### src/rtl/seg_scan_decoder.sv
// seg_scan_decoder
//   Receive side of a multiplexed 7-segment display. The scanned segment pattern
//   and the one-hot digit select are registered and checked for stability. Each
//   stable glyph is decoded back to a hex nibble, and the digits are assembled
//   into a word that mirrors the value being displayed.
//
//   Build option: define SEG_ACTIVE_LOW_EN for common-anode wiring. seg_in and
//   seg_sel are then inverted ahead of the input register.
//
// Ports
//   clk        in   rising-edge clock
//   rst        in   synchronous reset, active-high
//   seg_in     in   [7:0] segments, bit0=a .. bit6=g, bit7=dp
//   seg_sel    in   [NUM_DIGITS-1:0] one-hot digit select (digit 0 = LS nibble)
//   value      out  [4*NUM_DIGITS-1:0] last complete frame
//   dp_mask    out  [NUM_DIGITS-1:0] decimal points of last complete frame
//   valid      out  value/dp_mask hold a complete frame, no timeout since
//   frame_done out  one-cycle pulse in the cycle before value/dp_mask update
//   decode_err out  sticky: a stable glyph matched no hex code
//   sel_err    out  sticky: a stable non-zero select was not one-hot
module seg_scan_decoder #(
  parameter int NUM_DIGITS    = 8,
  parameter int STABLE_CYCLES = 4,
  parameter int TIMEOUT       = 4096
) (
  input  logic                    clk,
  input  logic                    rst,
  input  logic [7:0]              seg_in,
  input  logic [NUM_DIGITS-1:0]   seg_sel,
  output logic [4*NUM_DIGITS-1:0] value,
  output logic [NUM_DIGITS-1:0]   dp_mask,
  output logic                    valid,
  output logic                    frame_done,
  output logic                    decode_err,
  output logic                    sel_err
);

  localparam int SW = $clog2(STABLE_CYCLES + 1);
  localparam int TW = $clog2(TIMEOUT);

  typedef enum logic {COLLECT = 1'b0, COMMIT = 1'b1} state_t;

  // Returns {hit, nibble}; hit=0 when the glyph is not a hex digit.
  function automatic logic [4:0] decode_glyph(input logic [6:0] g);
    case (g)
      7'h3F: return 5'h10;
      7'h06: return 5'h11;
      7'h5B: return 5'h12;
      7'h4F: return 5'h13;
      7'h66: return 5'h14;
      7'h6D: return 5'h15;
      7'h7D: return 5'h16;
      7'h07: return 5'h17;
      7'h7F: return 5'h18;
      7'h6F: return 5'h19;
      7'h77: return 5'h1A;
      7'h7C: return 5'h1B;
      7'h39: return 5'h1C;
      7'h5E: return 5'h1D;
      7'h79: return 5'h1E;
      7'h71: return 5'h1F;
      default: return 5'h00;
    endcase
  endfunction

  logic [7:0]              seg_pin;
  logic [NUM_DIGITS-1:0]   sel_pin;

`ifdef SEG_ACTIVE_LOW_EN
  assign seg_pin = ~seg_in;
  assign sel_pin = ~seg_sel;
`else
  assign seg_pin = seg_in;
  assign sel_pin = seg_sel;
`endif

  // ---- stage p0: input register; p1: previous-cycle copy for change detect ----
  logic [7:0]              seg_p0_q, seg_p1_q;
  logic [NUM_DIGITS-1:0]   sel_p0_q, sel_p1_q;

  always_ff @(posedge clk) begin
    seg_p0_q <= seg_pin;
    sel_p0_q <= sel_pin;
    seg_p1_q <= seg_p0_q;
    sel_p1_q <= sel_p0_q;
  end

  // ---- stability qualification and capture decision ----
  logic [SW-1:0] stab_q, stab_d;
  logic          changed, capture, sel_nonzero, sel_onehot, glyph_hit, good_cap;
  logic [4:0]    dec;

  assign changed     = (seg_p0_q != seg_p1_q) || (sel_p0_q != sel_p1_q);
  assign stab_d      = changed ? '0 :
                       (stab_q == SW'(STABLE_CYCLES)) ? stab_q : stab_q + SW'(1);
  // Fires only on the transition into the saturated count: once per hold.
  assign capture     = (stab_d == SW'(STABLE_CYCLES)) && (stab_q != SW'(STABLE_CYCLES));
  assign sel_nonzero = |sel_p0_q;
  assign sel_onehot  = sel_nonzero && ((sel_p0_q & (sel_p0_q - NUM_DIGITS'(1))) == '0);
  assign dec         = decode_glyph(seg_p0_q[6:0]);
  assign glyph_hit   = dec[4];
  assign good_cap    = capture && sel_onehot && glyph_hit;

  // ---- frame assembly, commit and timeout ----
  state_t                  state_q, state_d;
  logic [NUM_DIGITS-1:0]   seen_q, seen_d;
  logic [4*NUM_DIGITS-1:0] shadow_q, shadow_d;
  logic [NUM_DIGITS-1:0]   shdp_q, shdp_d;
  logic [4*NUM_DIGITS-1:0] value_q, value_d;
  logic [NUM_DIGITS-1:0]   dp_q, dp_d;
  logic                    valid_q, valid_d;
  logic                    derr_q, derr_d, serr_q, serr_d;
  logic [TW-1:0]           to_q, to_d;
  logic                    timeout_hit;

  always_comb begin
    state_d    = state_q;
    seen_d     = seen_q;
    shadow_d   = shadow_q;
    shdp_d     = shdp_q;
    value_d    = value_q;
    dp_d       = dp_q;
    valid_d    = valid_q;
    frame_done = 1'b0;
    derr_d     = derr_q | (capture && sel_onehot && !glyph_hit);
    serr_d     = serr_q | (capture && sel_nonzero && !sel_onehot);

    to_d = good_cap ? '0 :
           (to_q == TW'(TIMEOUT - 1)) ? to_q : to_q + TW'(1);
    timeout_hit = !good_cap && (to_q == TW'(TIMEOUT - 2));

    if (state_q == COMMIT) begin
      value_d    = shadow_q;
      dp_d       = shdp_q;
      valid_d    = 1'b1;
      frame_done = 1'b1;
      seen_d     = '0;
    end

    if (timeout_hit) begin
      valid_d = 1'b0;
      seen_d  = '0;
    end

    // A capture landing in the COMMIT cycle starts the next frame.
    if (good_cap) begin
      for (int i = 0; i < NUM_DIGITS; i++) begin
        if (sel_p0_q[i]) begin
          shadow_d[4*i +: 4] = dec[3:0];
          shdp_d[i]          = seg_p0_q[7];
          seen_d[i]          = 1'b1;
        end
      end
    end

    state_d = (&seen_d) ? COMMIT : COLLECT;
  end

  always_ff @(posedge clk) begin
    shadow_q <= shadow_d;
    shdp_q   <= shdp_d;
    if (rst) begin
      state_q <= COLLECT;
      seen_q  <= '0;
      stab_q  <= '0;
      to_q    <= '0;
      value_q <= '0;
      dp_q    <= '0;
      valid_q <= 1'b0;
      derr_q  <= 1'b0;
      serr_q  <= 1'b0;
    end else begin
      state_q <= state_d;
      seen_q  <= seen_d;
      stab_q  <= stab_d;
      to_q    <= to_d;
      value_q <= value_d;
      dp_q    <= dp_d;
      valid_q <= valid_d;
      derr_q  <= derr_d;
      serr_q  <= serr_d;
    end
  end

  assign value      = value_q;
  assign dp_mask    = dp_q;
  assign valid      = valid_q;
  assign decode_err = derr_q;
  assign sel_err    = serr_q;

endmodule

### config.mk
export PLATFORM = sky130hd
export DESIGN_NAME = seg_scan_decoder
export DESIGN_NICKNAME = d
export VERILOG_FILES = /design/src/rtl/seg_scan_decoder.sv
export SDC_FILE = /design/constraint.sdc
export NUM_CORES = 1
export LEC_CHECK = 0
export ABC_AREA = 1
export BUFFER_PORTS_ARGS = -buffer_cell sky130_fd_sc_hd__buf_2
export CORE_UTILIZATION = 39
export DETAILED_ROUTE_END_ITERATION = 6
export PLACE_DENSITY_LB_ADDON = 0.05
export SLEW_MARGIN = 40
export SYNTH_ARGS = -nofsm -noshare
export SYNTH_HDL_FRONTEND = slang
export SYNTH_SLANG_ARGS = --single-unit
### constraint.sdc
create_clock -name clk -period 3.5 [get_ports clk]
set_input_delay 0.7 -clock clk [delete_from_list [all_inputs] [get_ports clk]]
set_output_delay 0.7 -clock clk [all_outputs]
set_load 0.005 [all_outputs]
== Word-level counts from Yosys, hierarchy flattened ==
Cells that the tools add are included.
Storage, ports and cells
  output and inout bits: 44
  input bits: 18
  flip-flop bits (word level): 139
  word-level logic and storage cells: 99
Cells by class
  add/sub/neg operators: 3
  reduce and logical (&&, ||, !) cells: 25
  multiplexer cells: 16
  equal/unequal tests: 23
  bitwise operators: 3
Operators by type and width (count)
  7-bit == test, second input constant: 12
  5-bit one-hot mux with 16 select lines: 1
  12-bit == test, second input constant: 2
  8-bit two-way mux: 3
  8-bit inequality test: 2
  2-bit AND reduction: 8
  7-bit by 3-bit == test with 1-bit output, second input constant: 2
  7-bit by 6-bit == test with 1-bit output, second input constant: 2
  12-bit by 1-bit adder with 12-bit output, second input constant: 1
  1-bit two-way mux: 10
  8-bit bitwise AND: 1
  1-bit logical AND: 8
  8-bit zero test: 1
  8-bit AND reduction: 1
  8-bit OR reduction: 1
  8-bit by 1-bit subtractor with 8-bit output, second input constant: 1
  3-bit == test, second input constant: 2
  3-bit two-way mux: 2
  2-bit OR reduction: 2
  3-bit by 1-bit adder with 3-bit output, second input constant: 1
  1-bit zero test: 3
  3-bit inequality test, second input constant: 1
  1-bit OR: 2
  1-bit logical OR: 1

== Logic depth before layout (Yosys ltp) ==
Gate-level depths: netlist of the first run.
  word-level depth: 14
  gate-level depth with buffers: 14

== Least setup slack after synthesis of the first run ==
Ideal clock, no wire load.
  path kind: register -> register
  start point: reg stab_q[0]
  end point: reg shadow_q[12], enable pin
  required time: 3160 ps
  arrival: 1542 ps
  path buffers: 0
  clock period less this slack: 1882 ps
  setup slack: 1618 ps
  cell stages (with the launch flop): 9
  library setup time: 340 ps
  path through: dfxtp_1 > ha_1 > nand2_1 > inv_1 > o21ai_0 > nand4_1 > nor2_4 > nand3_4 > nor2_1
On the way
  word-level cells in the longest chain between the ends: 8
  elaborated cells on any way between the ends: 10
Ends and longest elaborated chain
  start, declared: RTL line 89  | logic [SW-1:0] stab_q, stab_d;
  start signal, assigned: RTL line 175  | stab_q <= stab_d;
  3-bit by 1-bit adder with 3-bit output / 3-bit == test (equally long branches): RTL line 95  | (stab_q == SW'(STABLE_CYCLES)) ? stab_q : stab_q + SW'(1);
  3-bit two-way mux: RTL line 95
  3-bit two-way mux: RTL line 94  | assign stab_d = changed ? '0 :
  3-bit == test: RTL line 97  | assign capture = (stab_d == SW'(STABLE_CYCLES)) && (stab_q != SW'(STABLE_CYCLES));
  1-bit logical AND *: RTL line 97
  1-bit logical AND * (2 in series): RTL line 102  | assign good_cap = capture && sel_onehot && glyph_hit;
  2-bit AND reduction (no source line) *
  end signal, assigned: RTL line 160  | shadow_q <= shadow_d;
  end, declared: RTL line 107  | logic [4*NUM_DIGITS-1:0] shadow_q, shadow_d;
Mark *: on every way between the ends. The rest lies on a longest branch, timed or not.
A chain may end at the register's enable or synchronous reset.

== Worst setup path in the final report of the first run ==
  start point: reg stab_q[0]
  end point: reg shadow_q[15], enable pin
The elaborated chain is that of the path after synthesis.

==> run metrics, run 1 <==
Post-Place Setup Slack=1.37 ns; max cap viols=0; Ys Warns=0; Leak Pwr=2.73 nW; outcome=finished clean; Antenna Nets Post-Route=0; Avg Cell Area, Syn=8.78 sq um; setup TNS=0 ns; RSZ-0062 raised after global routing=no; Worst-Margin Slew=0.595 ns; Clock Skew=0.00436 ns; setup bufs post-CTS=0; area of the multi-input gates=1680 sq um; Core ar.=12700 sq um; I/O Pins=62; die height=117 um; minimum clock period=2.11 ns; largest area contributor in the netlist=dfxtp_1; die area=13600 sq um; EDFF count, synth=40; Crit. Startpoint=stab_q[0]; fin. max-slew vios=0; fillers=1275; H-tree depth=4; Synth area leaders=dfxtp_1 (39%), edfxtp_1 (23%), nor2_1 (11%); relative slew slack=60.2%; fmax=approximately 0.47 GHz; Seq cells post-synth=about 140; reg2reg start=stab_q[0]; Data required, critical path=3.57 ns; Setup Viol. Count Final=0; crit path capture type=register; crit share post-route=approximately three fifths; clock buffer count from CTS=17; top_reg_cell synth=dfxtp_1; Site Rows=41; Final WS setup=between 1 and 1.5 ns; final hold vios=0; # diodes=0; die width=117 um; FF+latch area=around 3200 sq um; Hold WC Path Type=register to register; Mapped Nets=approximately 610; WL final=10.1 mm; CTS Hold Bufs=0; CP Max Fanout=10; GPL Wtd Cong=0.834; vias per inst=4.46; Clock Path Buffers=2; cell with the most instances after synthesis=nor2_1; critical path arrival=2.18 ns; initial antenna violation count=0; I/O Buffers=61; per-cell routed wire length=12.0 um; PD cells=558 nW/um^2; Startpoint Class=register; Worst-Skew Late Latency=0.41 ns; worst hold start=sel_p0_q[2]; clk slew on worst S/H paths=0.06 ns; post-synth cell types=29; DR vias=3742; hpwl dp=6.92 mm; share of cells above drive strength 1=between 15 and 20%; final global-route overflow total=0; vias in the first global route=about 3400; Post-synth ARST share=0%; Synth top area share=38.6%; drt first pass iters=4; Max VDD drop=0.000248 V; pin count of the biggest net entering global routing=43; Min Hold Slack=~0.38 ns; 1st-iter DRT viols=194; Starting Density=between 40% and 50%; CTS tree=built; synthesized area=a little over 5000 sq um; layout net count=676; Setup CP Type=register to register; commonest cells in the netlist=nor2_1 (152), nand2_1 (107), dfxtp_1 (99), inv_1 (52), o21ai_0 (43); GRT Overall Usage=between 10% and 20%; first-pass GRT wire length=16.5 mm; PostCTS Resize Cnt=0; P&R area growth vs syn=20.3%; drt drc=0; CTS root buf=clkbuf_16; sequential share of the synthesized area=62.0%; CTS Sinks=139; Post-Synthesis Cells=~600
layout make-up:
cell class	count	share of cell area, %
flip-flops and latches	139	51.5
inverters	58	3.52
clock inverters	12	1.58
well taps	172	3.48
clock buffers	20	7.39
multi-input cells	374	27.2
repair buffers	64	5.30
final timing paths:
check / endpoint / slack (ns) / cells past startpoint
setup / recovery: shadow_q[15] / 1.39 / 8
hold / removal: sel_p1_q[2] / 0.38 / 0
hold reg to reg: sel_p1_q[2] / 0.38 / 0
setup reg to reg: shadow_q[15] / 1.39 / 8
sequential cells by signal, indices dropped and copies added (netlist names), 8 cells and up:
signal    cells
to_q         12
seg_p0_q      8
sel_p1_q      8
dp_mask       8
seen_q        8
shdp_q        8
value        32
sel_p0_q      8
shadow_q     32
seg_p1_q      8
critical path: stages (launching register included):
cell	delay (ns)
dfxtp_1	0.33
ha_1	0.21
nand2_1	0.07
inv_1	0.03
o21ai_0	0.26
nand4_1	0.20
nor2_4	0.17
nand3_4	0.15
nor2_1	0.36
layout by cell type, fill, tap and decap left out, types with 6 or more instances in the layout:
cell,Yosys,routed
buf_2,1,61
nor2_1,152,152
nand3_1,16,16
a21oi_1,11,11
clkinv_2,0,7
nand4_1,6,6
inv_1,52,52
nand2_1,107,107
clkbuf_16,0,17
edfxtp_1,40,40
o21ai_0,43,43
dfxtp_1,99,99
cells by family (layout without fill, tap and decap cells):
group / Yosys count / after routing / synth area share, %
flops: 139 / 139 / 62.0
fa+ha+maj: 4 / 4 / 0.974
simple gates: 303 / 303 / 24.5
compound gates: 61 / 61 / 6.21
buf+inv: 72 / 154 / 5.29
xor+xnor: 6 / 6 / 1.02
per-stage QoR:
stage	util, %	power, mW	instance area [sq um]	instances
floorplan	-	1.79	5140	585
global placement	44.2	1.82	5630	807
detailed placement	44.2	1.82	5630	807
CTS	48.6	3.50	6180	839
global route	48.6	3.58	6180	839
finish	48.6	3.45	6180	839
routing by layer:
| layer | vias to the layer above | part of all wire [%] | global-route usage [%] |
|---|---|---|---|
| li1 | 2001 | - | - |
| met1 | 1653 | 49 | 20.3 |
| met2 | 65 | 44 | 25.4 |
| met3 | 23 | 3.7 | 4.46 |
| met4 | 0 | 3.2 | 9.20 |
| met5 | - | 0 | 0 |
report_power, final:
part	switching, mW	internal (mW)	leakage, nW
clock	0.654	1.01	0.276
combinational	0.0572	0.0317	1.34
sequential	0.0229	1.68	1.11
Note: power is estimated with default switching activity, not from simulation.
==> inputs of run 2 (changes only) <==
==> constraint.sdc (replaced) <==
create_clock -name clk -period 2.05 [get_ports clk]
set_input_delay 0.41 -clock clk [delete_from_list [all_inputs] [get_ports clk]]
set_output_delay 0.41 -clock clk [all_outputs]
set_load 0.005 [all_outputs]
==> run metrics, run 2 (synthesis results as in run 1) <==
DR WL met2=4.61 mm (+4.2%); Buf/Inv on CP=2 (+1); commonest non-fill, non-tap cells in the layout=nor2_1 (149), nand2_1 (105), dfxtp_1 (85), buf_2 (61), inv_1 (50); r2r worst-path depth=10 (+2); layout net count=694 (+2.7%); Leak Pwr=2.82 nW (+3.5%); Setup CP Type=register to register; Antenna Nets Post-Route=0 (unchanged); drt first pass iters=4 (unchanged); Core ar.=12700 sq um (unchanged); CP Max Fanout=5 (-5); DP Cell Count=819 (+1.5%); crit path capture type=register; Util after Layout=50.7% (+2.1 points); hold depth=1 (+1); WL final=10.3 mm (+2.0%); Slowest cell on crit path=dfxtp_2; Max VDD drop=0.000425 V (+71%); H-tree depth=4 (unchanged); Final WS setup=0.117 ns (-1.27 ns); max incr delay on CP=0.33 ns (-0.03 ns); most common cell after layout, fill and taps aside=nor2_1; Clock Skew=0.00740 ns (+0.00303 ns); CTS tree=built; Starting Density=40.4% (unchanged); worst hold start=seg_sel[5]; vias in the first global route=3436 (+0.35%); Site Rows=41 (unchanged); GPL Wtd Cong=0.873 (+4.6%); Final Total Pwr=5.91 mW (+72%); GRT Overall Usage=16.2% (-0.031 points); die area=13600 sq um (unchanged); initial antenna violation count=0 (unchanged); R2R setup slack=0.12 ns (-1.27 ns); vias per inst=4.53 (+1.5%); Post-Place Setup Slack=-0.0425 ns (-1.41 ns); share of cells above drive strength 1=24.1% (+6.5 points); PD cells=918 nW/um^2 (+64%); drt drc=0 (unchanged); Clock Path Buffers=2 (unchanged); sink of the worst hold path=sel_p0_q[5]; outcome=finished clean; reg2reg start=stab_q[0]; hpwl dp=7.11 mm (+2.7%); CTS Sinks=139 (unchanged); fin. max-slew vios=0 (unchanged); clk slew on worst S/H paths=0.06 ns (about the same); P&R area growth vs syn=25.5%; r2r endpoint=shadow_q[17]; relative slew slack=54.4% (-5.8 points); CTS root buf=clkbuf_16; met1 wire length=4.96 mm (+0.34%); crit path cell chain=ha_1 > nand2_1 > inv_1 > o21ai_2 > nand3_1 > nor2_2 > nand3_2 > nor2_4 > nand3_2 > inv_1; 1st-iter DRT viols=203 (+4.6%); CP delay by family, top=simple AND/OR/NAND/NOR gates; minimum clock period=1.93 ns (-0.177 ns); max cap viols=0 (unchanged); first-pass GRT wire length=16.5 mm (about the same); per-cell routed wire length=12.0 um (-0.18%); Worst-Skew Late Latency=0.41 ns (about the same); Data required, critical path=2.15 ns (-1.42 ns); final hold vios=0 (unchanged); fmax=0.517 GHz (+9.1%); pin count of the biggest net entering global routing=47 (+9.3%); die height=117 um (unchanged); Startpoint Class=register; Min Hold Slack=0.0980 ns (-0.286 ns); critical path arrival=2.03 ns (-0.15 ns); # diodes=0 (unchanged); Setup Viol. Count Final=0 (unchanged); wire length on met3=449 um (+19%); Hold WC Path Type=input pin to register; die width=117 um (unchanged); I/O Pins=62 (unchanged); fillers=1268 (-0.55%); top layer in use=met4; fin cells=857 (+2.1%); final global-route overflow total=0 (unchanged); clock buffer count from CTS=17 (unchanged); Worst-Margin Slew=0.679 ns (+0.0837 ns); crit share post-route=94.3% (+34 points); I/O Buffers=61 (unchanged); DR vias=3880 (+3.7%)
-- run 2: repair_timing --
action,4_1_cts,5_1_grt
pin swaps,0,10
cloned,0,1
hold buffers,0,0
setup buffers,0,5
endpoints found under the setup margin,3,60
gates resized for setup,1,38
-- run 2: worst reg2reg max path, delay by kind of cell (launching register included) --
| kind | cells | cell delay, ns |
|---|---|---|
| flip-flops | 1 | 0.33 |
| AO/OA/AOI/OAI | 1 | 0.14 |
| buffers and inverters | 2 | 0.24 |
| adder cells (fa/ha/maj) | 1 | 0.20 |
| AND/OR/NAND/NOR | 6 | 0.72 |
-- run 2: report_power, final --
part | leakage (nW) | internal [mW] | switching [mW]
clock | 0.271 | 1.72 | 1.11
combinational | 1.44 | 0.0691 | 0.109
sequential | 1.11 | 2.86 | 0.0382
total | 2.82 | 4.66 | 1.26
-- run 2: routing by layer --
layer / vias up / global-route usage (%)
met1: 1742 / 20.8
met4: 0 / 8.86
met2: 82 / 24.4
li1: 2039 / -
met3: 17 / 4.98
met5: - / 0
-- run 2: area by class of cell --
cell class,count,area [sq um],share of cell area [%]
Sequential cell,139,3200,49.7
Multi-Input combinational cell,375,1790,27.7
Inverter,58,218,3.38
Tap cell,172,215,3.34
Clock buffer,21,460,7.14
Clock inverter,11,95.1,1.48
Timing Repair Buffer,81,468,7.26
-- run 2: metrics by stage --
| stage | cell area [sq um] | TNS [ns] |
|---|---|---|
| floorplan | 5140 | 0 |
| global placement | 5730 | 0 |
| detailed placement | 5730 | -0.0425 |
| CTS | 6290 | 0 |
| global route | 6440 | -0.365 |
| finish | 6440 | 0 |
-- run 2: worst max path at each step --
| stage | from | endpoint | slack [ns] | depth (start not counted) |
|---|---|---|---|---|
| after floorplan | stab_q[0] | shadow_q[12] | 0.17 | 8 |
| after global placement | stab_q[0] | state_q | 0.06 | 12 |
| after detailed placement | stab_q[0] | state_q | -0.04 | 12 |
| after CTS | stab_q[0] | shadow_q[17] | 0.01 | 10 |
| after global routing | stab_q[0] | state_q | -0.05 | 14 |
| final | stab_q[0] | shadow_q[17] | 0.12 | 10 |
